==> config.mk <==
export PLATFORM = sky130hd
export DESIGN_NAME = float_add_seq
export DESIGN_NICKNAME = d
export VERILOG_FILES = /design/src/rtl/float_add_seq.sv
export SDC_FILE = /design/constraint.sdc
export NUM_CORES = 1
export LEC_CHECK = 0
export CAP_MARGIN = 20
export CORE_MARGIN = 3
export CORE_UTILIZATION = 40
export DETAILED_ROUTE_END_ITERATION = 7
export GPL_ROUTABILITY_DRIVEN = 0
export HOLD_SLACK_MARGIN = 0.08
export PLACE_DENSITY_LB_ADDON = 0.15
export SETUP_SLACK_MARGIN = 0.1
export SLEW_MARGIN = 20
export SYNTH_ARGS = -nofsm -noshare
export SYNTH_HDL_FRONTEND = slang
export SYNTH_SLANG_ARGS = --single-unit
==> constraint.sdc <==
create_clock -name clk -period 7.95 [get_ports clk]
set_input_delay 1.59 -clock clk [delete_from_list [all_inputs] [get_ports clk]]
set_output_delay 1.59 -clock clk [all_outputs]
set_load 0.02 [all_outputs]
==> src/rtl/float_add_seq.sv <==
// Multi-cycle IEEE-754 single-precision adder/subtractor.
// One operand pair is accepted in IDLE, then the FSM walks ALIGN, ADD,
// iterative NORM and ROUND before holding the packed result in DONE until
// the consumer takes it. Denormal inputs and results flush to signed zero.
module float_add_seq #(
  parameter int unsigned ROUND_MODE = 0  // 0 = round-to-nearest-even, 1 = truncate
) (
  input  logic        clk,
  input  logic        rst,
  input  logic        in_valid,
  output logic        in_ready,
  input  logic [31:0] a,
  input  logic [31:0] b,
  input  logic        sub,
  output logic        out_valid,
  input  logic        out_ready,
  output logic [31:0] result,
  output logic        busy
);

  typedef enum logic [2:0] {
    S_IDLE,
    S_ALIGN,
    S_ADD,
    S_NORM,
    S_ROUND,
    S_DONE
  } state_t;

  state_t      r_state;
  logic [31:0] r_a;
  logic [31:0] r_b;        // operand B with the subtract flag folded into its sign
  logic [26:0] r_mb;       // big mantissa {hidden, frac, G, R, S}
  logic [26:0] r_ms;       // aligned small mantissa, sticky in bit 0
  logic [9:0]  r_exp;      // extra headroom so overflow is visible before packing
  logic        r_sign;
  logic        r_eff_sub;
  logic [27:0] r_sum;
  logic        r_zero;
  logic [31:0] r_res;
  logic        r_in_ready;
  logic        r_out_valid;
  logic        r_busy;

  logic [7:0]  w_ea;
  logic [7:0]  w_eb;
  logic [26:0] w_ma;
  logic [26:0] w_mb;
  logic        w_a_nan;
  logic        w_b_nan;
  logic        w_special;
  logic [31:0] w_spec_res;
  logic        w_a_big;
  logic [7:0]  w_big_e;
  logic [7:0]  w_small_e;
  logic [26:0] w_big_m;
  logic [26:0] w_small_m;
  logic        w_big_s;
  logic [7:0]  w_d;
  logic [26:0] w_mask;
  logic [26:0] w_shifted;

  logic        w_inc;
  logic [24:0] w_m25;
  logic [9:0]  w_rexp;
  logic [22:0] w_frac;
  logic [31:0] w_pack;

  assign in_ready  = r_in_ready;
  assign out_valid = r_out_valid;
  assign result    = r_res;
  assign busy      = r_busy;

  // Unpack captured operands, classify specials, pick the big operand and align the small one.
  always_comb begin
    w_ea      = r_a[30:23];
    w_eb      = r_b[30:23];
    w_ma      = (w_ea == 8'd0) ? '0 : {1'b1, r_a[22:0], 3'b000};
    w_mb      = (w_eb == 8'd0) ? '0 : {1'b1, r_b[22:0], 3'b000};
    w_a_nan   = (w_ea == 8'hFF) && (r_a[22:0] != '0);
    w_b_nan   = (w_eb == 8'hFF) && (r_b[22:0] != '0);
    w_special = (w_ea == 8'hFF) || (w_eb == 8'hFF);
    if (w_a_nan || w_b_nan ||
        ((w_ea == 8'hFF) && (w_eb == 8'hFF) && (r_a[31] != r_b[31]))) begin
      w_spec_res = 32'h7FC0_0000;
    end else if (w_ea == 8'hFF) begin
      w_spec_res = r_a;
    end else begin
      w_spec_res = r_b;
    end
    w_a_big   = (w_ea > w_eb) || ((w_ea == w_eb) && (w_ma >= w_mb));
    w_big_e   = w_a_big ? w_ea : w_eb;
    w_small_e = w_a_big ? w_eb : w_ea;
    w_big_m   = w_a_big ? w_ma : w_mb;
    w_small_m = w_a_big ? w_mb : w_ma;
    w_big_s   = w_a_big ? r_a[31] : r_b[31];
    w_d       = w_big_e - w_small_e;
    w_mask    = ~({27{1'b1}} << w_d);
    if (w_d >= 8'd27) begin
      w_shifted = {26'd0, |w_small_m};
    end else begin
      w_shifted = (w_small_m >> w_d) | {26'd0, |(w_small_m & w_mask)};
    end
  end

  // Round the normalized sum and pack it, saturating to infinity on exponent overflow.
  always_comb begin
    w_inc  = (ROUND_MODE == 0) && r_sum[2] && (r_sum[1] || r_sum[0] || r_sum[3]);
    w_m25  = {1'b0, r_sum[26:3]} + 25'(w_inc);
    w_rexp = r_exp + {9'd0, w_m25[24]};
    w_frac = w_m25[24] ? w_m25[23:1] : w_m25[22:0];
    if (r_zero) begin
      w_pack = {r_sign, 31'd0};
    end else if (w_rexp >= 10'd255) begin
      w_pack = {r_sign, 8'hFF, 23'd0};
    end else begin
      w_pack = {r_sign, w_rexp[7:0], w_frac};
    end
  end

  // Sequencer: capture, align, add, normalize one step per cycle, round, hand off.
  always_ff @(posedge clk) begin
    if (rst) begin
      r_state     <= S_IDLE;
      r_a         <= '0;
      r_b         <= '0;
      r_mb        <= '0;
      r_ms        <= '0;
      r_exp       <= '0;
      r_sign      <= 1'b0;
      r_eff_sub   <= 1'b0;
      r_sum       <= '0;
      r_zero      <= 1'b0;
      r_res       <= '0;
      r_in_ready  <= 1'b1;
      r_out_valid <= 1'b0;
      r_busy      <= 1'b0;
    end else begin
      case (r_state)
        S_IDLE: begin
          if (in_valid) begin
            r_a        <= a;
            r_b        <= {b[31] ^ sub, b[30:0]};
            r_in_ready <= 1'b0;
            r_busy     <= 1'b1;
            r_state    <= S_ALIGN;
          end
        end
        S_ALIGN: begin
          if (w_special) begin
            r_res       <= w_spec_res;
            r_out_valid <= 1'b1;
            r_state     <= S_DONE;
          end else begin
            r_mb      <= w_big_m;
            r_ms      <= w_shifted;
            r_exp     <= {2'b00, w_big_e};
            r_sign    <= w_big_s;
            r_eff_sub <= r_a[31] ^ r_b[31];
            r_state   <= S_ADD;
          end
        end
        S_ADD: begin
          r_sum   <= r_eff_sub ? ({1'b0, r_mb} - {1'b0, r_ms})
                               : ({1'b0, r_mb} + {1'b0, r_ms});
          r_zero  <= 1'b0;
          r_state <= S_NORM;
        end
        S_NORM: begin
          if (r_sum == '0) begin
            r_zero  <= 1'b1;
            r_sign  <= 1'b0;
            r_state <= S_ROUND;
          end else if (r_sum[27]) begin
            r_sum   <= {1'b0, r_sum[27:2], r_sum[1] | r_sum[0]};
            r_exp   <= r_exp + 10'd1;
            r_state <= S_ROUND;
          end else if (!r_sum[26] && (r_exp > 10'd1)) begin
            r_sum <= {r_sum[26:0], 1'b0};
            r_exp <= r_exp - 10'd1;
          end else if (!r_sum[26]) begin
            r_zero  <= 1'b1;
            r_state <= S_ROUND;
          end else begin
            r_state <= S_ROUND;
          end
        end
        S_ROUND: begin
          r_res       <= w_pack;
          r_out_valid <= 1'b1;
          r_state     <= S_DONE;
        end
        S_DONE: begin
          if (out_ready) begin
            r_out_valid <= 1'b0;
            r_in_ready  <= 1'b1;
            r_busy      <= 1'b0;
            r_state     <= S_IDLE;
          end
        end
        default: r_state <= S_IDLE;
      endcase
    end
  end

endmodule

==> flow_metrics.tcl, run 1 <==
set metrics [dict create \
    antenna_cells 0 \
    final_antenna_net_count 0 \
    synth_edf_count 0 \
    finalSetupViolCount 0 \
    drv_cap 0 \
    grt_pass1_wl_um 73800 \
    ys.flop_type "dfxtp_1" \
    grt_pass1_vias 13100 \
    leakagePower_uw 0.00589 \
    crit_path_start "r_a[27]" \
    layout.nets 2126 \
    synthCells 1994 \
    drc_errors 0 \
    final_core_util_pct 45.9 \
    reg2reg_to "r_ms[1]" \
    final.setup.tns_ns 0 \
    dr.pass1.iters 6 \
    finalMaxSlewViolations 0 \
    overflow 0 \
    crit_top_cell "a21oi_1" \
    area_growth_pct 12.7 \
    final_common_cell "nand2_1" \
    ys_types 82 \
    die-area_um2 37500 \
    dr_wl_met2_um 20700 \
    crit_cells 20 \
    arrival_ns 6.93 \
    setup_slack_ns 1.37 \
    tritoncts "yes" \
    fin_crit_sh_pct 82.7 \
    cts_buffers 17 \
    worstSkewPairLatency_ns 0.47 \
    dpl.hpwl_um 34800 \
    cts-resized-gates 0 \
    critPathTopFamily "compound AO/OA/AOI/OAI gates" \
    io_pins 104 \
    synth_seq_cells 194 \
    rsz0062_at_grt "false" \
    cp_max_fo 31 \
    grt_start_max_net_pins 107 \
    core_um2 34600 \
    path_clk_slew_ns 0.08 \
    drive_above_1_share_pct 5.03 \
    synthArstFlopShare_pct 0 \
    grt_util_all_layers_pct 24.2 \
    clk_path_buf_depth 2 \
    tightest_slew_ns 1.11 \
    clock_sinks 194 \
    wire_per_inst_um 18.9 \
    slowest_delay_ns 0.68 \
    final.fill_count 3480 \
    avgSynthCellArea_um2 7.07 \
    multi_input_area_um2 9420 \
    fin_skew_ns 0.0159 \
    wl_met1_um 21900 \
    hold_path_class "register to register" \
    status "complete, no violations" \
    powerDensity_nw_per_um2 378 \
    synth_nets 2127 \
    hold_viol 0 \
    h-tree-depth 4 \
    met3WireLength_um 2860 \
    syn_area_um2 14100 \
    topRoutingLayerUsed "met4" \
    slew_headroom_pct 26.2 \
    drtIter0Drc 1414 \
    post-route-min-period_ns 6.58 \
    cts-root-buf "clkbuf_16" \
    dp_cells 2429 \
    initial_core_util_pct 40.7 \
    crit_required_ns 8.30 \
    row_count 68 \
    antenna_found_initial 0 \
    rr_startpoint "r_a[27]" \
    die_y_um 194 \
    slowest_stage "and2_1" \
    vias_per_cell 5.80 \
    die_w_um 194 \
    final_cell_mix "337 x nand2_1, 239 x nor2_1, 225 x a21oi_1, 193 x dfxtp_1, 102 x clkdlybuf4s50_1" \
    critPathCapture "r_ms[1]" \
    seq_area_frac_synth_pct 27.6 \
    ir_drop_uv 237 \
    power_uw 6000 \
    port_buffers 103 \
    cts_setup_buffers 0 \
    rrSetupSlack_ns 1.37 \
    cts_hold_buf 0 \
    crit_path_start_kind "register" \
    worst-path-buf-inv 1 \
    cp-end-kind "register" \
    synth_warnings 0 \
    via_count 14300 \
    reg2reg_depth 20 \
    drt_wl_total_um 46600 \
    seq_area_um2 3880 \
    stdcell_count 2461 \
    place_ws_ns 1.48 \
    crit_chain "nor4_1 > nand2_1 > nand2_1 > inv_1 > ha_1 > a21oi_1 > o21ai_0 > a2111oi_0 > a21o_1 > a21o_2 > a21oi_1 > ha_1 > a211oi_4 > a2bb2oi_2 > a21oi_1 > nor4_2 > and2_1 > o21bai_1 > nor3_1 > a221o_1" \
    max_freq_ghz 0.152 \
    path_class "register to register" \
]
worst register-to-register path, stage by stage (launching register included):
cell       delay, ns
dfxtp_1         0.38
nor4_1          0.32
nand2_1         0.67
nand2_1         0.36
inv_1           0.10
ha_1            0.33
a21oi_1         0.18
o21ai_0         0.17
a2111oi_0       0.41
a21o_1          0.39
a21o_2          0.42
a21oi_1         0.12
ha_1            0.24
a211oi_4        0.35
a2bb2oi_2       0.25
a21oi_1         0.12
nor4_2          0.32
and2_1          0.68
o21bai_1        0.25
nor3_1          0.07
a221o_1         0.35
state kept, by name (all words and copies together), names as in the netlist, 3 cells and up:
| name | count |
|---|---|
| r_a | 32 |
| r_b | 32 |
| r_exp | 10 |
| r_mb | 24 |
| r_ms | 27 |
| r_state | 3 |
| r_sum | 28 |
| result | 32 |
synth_stat cells, drive strengths merged (51+ instances only):
| cell type | n | area [um^2] |
|---|---|---|
| inv | 59 | 221 |
| o21ai | 95 | 475 |
| a21oi | 227 | 1140 |
| nand2 | 338 | 1270 |
| nor3 | 84 | 430 |
| clkbuf | 118 | 443 |
| ha | 64 | 801 |
| xnor2 | 58 | 508 |
| dfxtp | 194 | 3880 |
| nor2 | 240 | 901 |
| mux2i | 57 | 583 |
| a211oi | 51 | 395 |
per-layer routing:
metal  GRT usage (%)  up-vias
li1                -     7070
met1            34.4     6668
met2            37.2      467
met3            3.96       65
met4            7.98        0
met5               0        -
power by group:
part / leakage, uW / total (uW) / internal, uW / switching, uW
logic: 0.00404 / 3800 / 1360 / 2440
registers: 0.00158 / 1320 / 1110 / 207
clock network: 0.000273 / 881 / 443 / 438
cell families after synthesis:
family / after synthesis / share of synthesized area [%]
compound gates: 550 / 24.4
xor+xnor: 82 / 5.15
fa+ha+maj: 64 / 5.68
buf+inv: 208 / 5.81
flops: 194 / 27.6
mux: 70 / 5.50
simple gates: 826 / 25.9
area by class of cell:
class                   count  share of cell area (%)
flip-flops and latches    194                    24.4
inverters                  61                    1.44
repair buffers            127                    7.63
clock buffers              18                    2.70
clock inverters            14                   0.906
multi-input cells        1592                    59.3
well taps                 455                    3.58
how the worst min path moves through the flow:
| stage | startpoint | end | slack, ns | cells after the start |
|---|---|---|---|---|
| after global routing | result[0] | result[0] | 0.50 | 2 |
| after detailed placement | result[0] | result[0] | 0.46 | 2 |
| after CTS | result[0] | result[0] | 0.47 | 2 |
| final | result[0] | result[0] | 0.46 | 2 |
| after global placement | result[0] | result[0] | 0.45 | 2 |
| after floorplan | r_b[11] | r_b[11] | 0.44 | 2 |
per-stage QoR:
stage,cell area [um^2],hold slack [ns]
after floorplan,14100,0.444
after global placement,15300,0.454
after detailed placement,15300,0.461
after CTS,15900,0.474
after global routing,15900,0.501
final,15900,0.464
Note: power is estimated with default switching activity, not from simulation.
==> inputs of run 2 (changes only) <==
==> constraint.sdc (replaced) <==
create_clock -name clk -period 6.03 [get_ports clk]
set_input_delay 1.206 -clock clk [delete_from_list [all_inputs] [get_ports clk]]
set_output_delay 1.206 -clock clk [all_outputs]
set_load 0.02 [all_outputs]
==> flow_metrics.tcl, run 2 (same netlist as run 1, synthesis figures left out) <==
set metrics [dict create \
    tightest_slew_ns 0.977 \
    crit_chain "nor4_1 > nand2_1 > buf_4 > nand2_1 > inv_1 > ha_1 > a21oi_1 > nor2_1 > a2111oi_0 > a21o_1 > a21o_2 > buf_4 > a211oi_4 > a2bb2oi_2 > a2111oi_0 > mux2i_1 > a21oi_2 > nand2_1 > nor3_1 > a221o_1" \
    dp_cells 2448 \
    hold_path_class "register to register" \
    p_sw_uw 4080 \
    via_count 14400 \
    antenna_cells 0 \
    drtIter0Drc 1381 \
    ir_drop_uv 287 \
    overflow 0 \
    grt_util_all_layers_pct 24.0 \
    h-tree-depth 4 \
    fin_area_um2 16100 \
    slowest_delay_ns 0.49 \
    wire_per_inst_um 18.9 \
    crit_top_cell "nand2_1" \
    cp_max_fo 33 \
    dr.pass1.iters 6 \
    combPwrFrac_pct 64.0 \
    initial_core_util_pct 40.7 \
    max_freq_ghz 0.178 \
    stdcell_count 2480 \
    p_clk_share_pct 14.5 \
    switching_share_pct 50.8 \
    powerDensity_nw_per_um2 500 \
    grt_pass1_wl_um 73200 \
    p_int_uw 3950 \
    layout.nets 2145 \
    worstSkewPairLatency_ns 0.46 \
    dpl.hpwl_um 35200 \
    antenna_found_initial 0 \
    die-area_um2 37500 \
    die_y_um 194 \
    finalMaxSlewViolations 0 \
    area_growth_pct 14.0 \
    cts_setup_buffers 0 \
    post-route-min-period_ns 5.62 \
    drive_above_1_share_pct 6.07 \
    vias_per_cell 5.81 \
    critPathTopFamily "compound AO/OA/AOI/OAI gates" \
    slowest_stage "a2111oi_0" \
    status "complete, no violations" \
    drv_cap 0 \
    drt_wl_total_um 46800 \
    path_class "register to register" \
    p_seq_share_pct 21.5 \
    crit_path_start_kind "register" \
    port_buffers 103 \
    slew_headroom_pct 34.6 \
    finalSetupViolCount 0 \
    clock_sinks 194 \
    cts-root-buf "clkbuf_16" \
    drc_errors 0 \
    final.setup.tns_ns 0 \
    fin_crit_sh_pct 93.2 \
    clk_path_buf_depth 2 \
    row_count 68 \
    io_pins 104 \
    grt_pass1_vias 13000 \
    cts_buffers 17 \
    path_clk_slew_ns 0.07 \
    die_w_um 194 \
    fin_skew_ns 0.0128 \
    core_um2 34600 \
    final_common_cell "nand2_1" \
    cts_hold_buf 0 \
    dpl_cell_area_um2 15500 \
    hold_viol 0 \
    tritoncts "yes" \
    leakagePower_uw 0.00601 \
    worst-path-buf-inv 3 \
    final_antenna_net_count 0 \
    final.fill_count 3530 \
    rsz0062_at_grt "false" \
    grt_start_max_net_pins 92 \
    cts-resized-gates 0 \
    arrival_ns 6.02 \
    final_cell_mix "337 x nand2_1, 238 x nor2_1, 225 x a21oi_1, 193 x dfxtp_1, 102 x clkdlybuf4s50_1" \
    cp-end-kind "register" \
    crit_required_ns 6.43 \
]
-- run 2: power by group through the flow --
stage	sequential, uW	combinational [uW]	clock (uW)
final	1730	5140	1170
after detailed placement	1750	5060	0
after CTS	1720	5080	1200
after global placement	1740	5030	0
after floorplan	1640	3720	0
after global routing	1760	5590	1240
-- run 2: stage by stage --
stage | total power [uW] | worst slack, ns | hold slack, ns | utilization, %
floorplan | 5360 | 0.269 | 0.444 | -
global placement | 6780 | 0.458 | 0.452 | 44.7
detailed placement | 6810 | 0.367 | 0.463 | 44.7
CTS | 7990 | 0.375 | 0.473 | 46.4
global route | 8580 | 0.104 | 0.493 | 46.4
finish | 8030 | 0.411 | 0.469 | 46.4
-- run 2: final cells by class --
cell class	count	area [um^2]	area share, %
Tap cell	455	569	3.54
Inverter	61	229	1.42
Multi-Input combinational cell	1592	9430	58.7
Clock inverter	13	146	0.911
Sequential cell	194	3880	24.2
Clock buffer	19	443	2.76
Timing Repair Buffer	146	1370	8.51
-- run 2: worst paths after layout --
kind	startpoint	end	slack [ns]	cells after the start
max reg2reg	r_a[28]	r_ms[1]	0.41	20
min reg2reg	result[0]	result[0]	0.47	2
min	result[0]	result[0]	0.47	2
max	r_a[28]	r_ms[1]	0.41	20
-- run 2: worst min-delay path: stages (launching register included) --
cell     delay, ns
dfxtp_1       0.31
nand2_1       0.05
a21oi_1       0.06
-- run 2: routing by layer --
layer,part of all wire [%],GRT usage [%],vias to the layer above
met4,1.6,5.28,0
met3,6.2,4.45,56
met1,47,33.7,6772
met2,45,38.6,464
met5,0,0,-
li1,-,-,7118
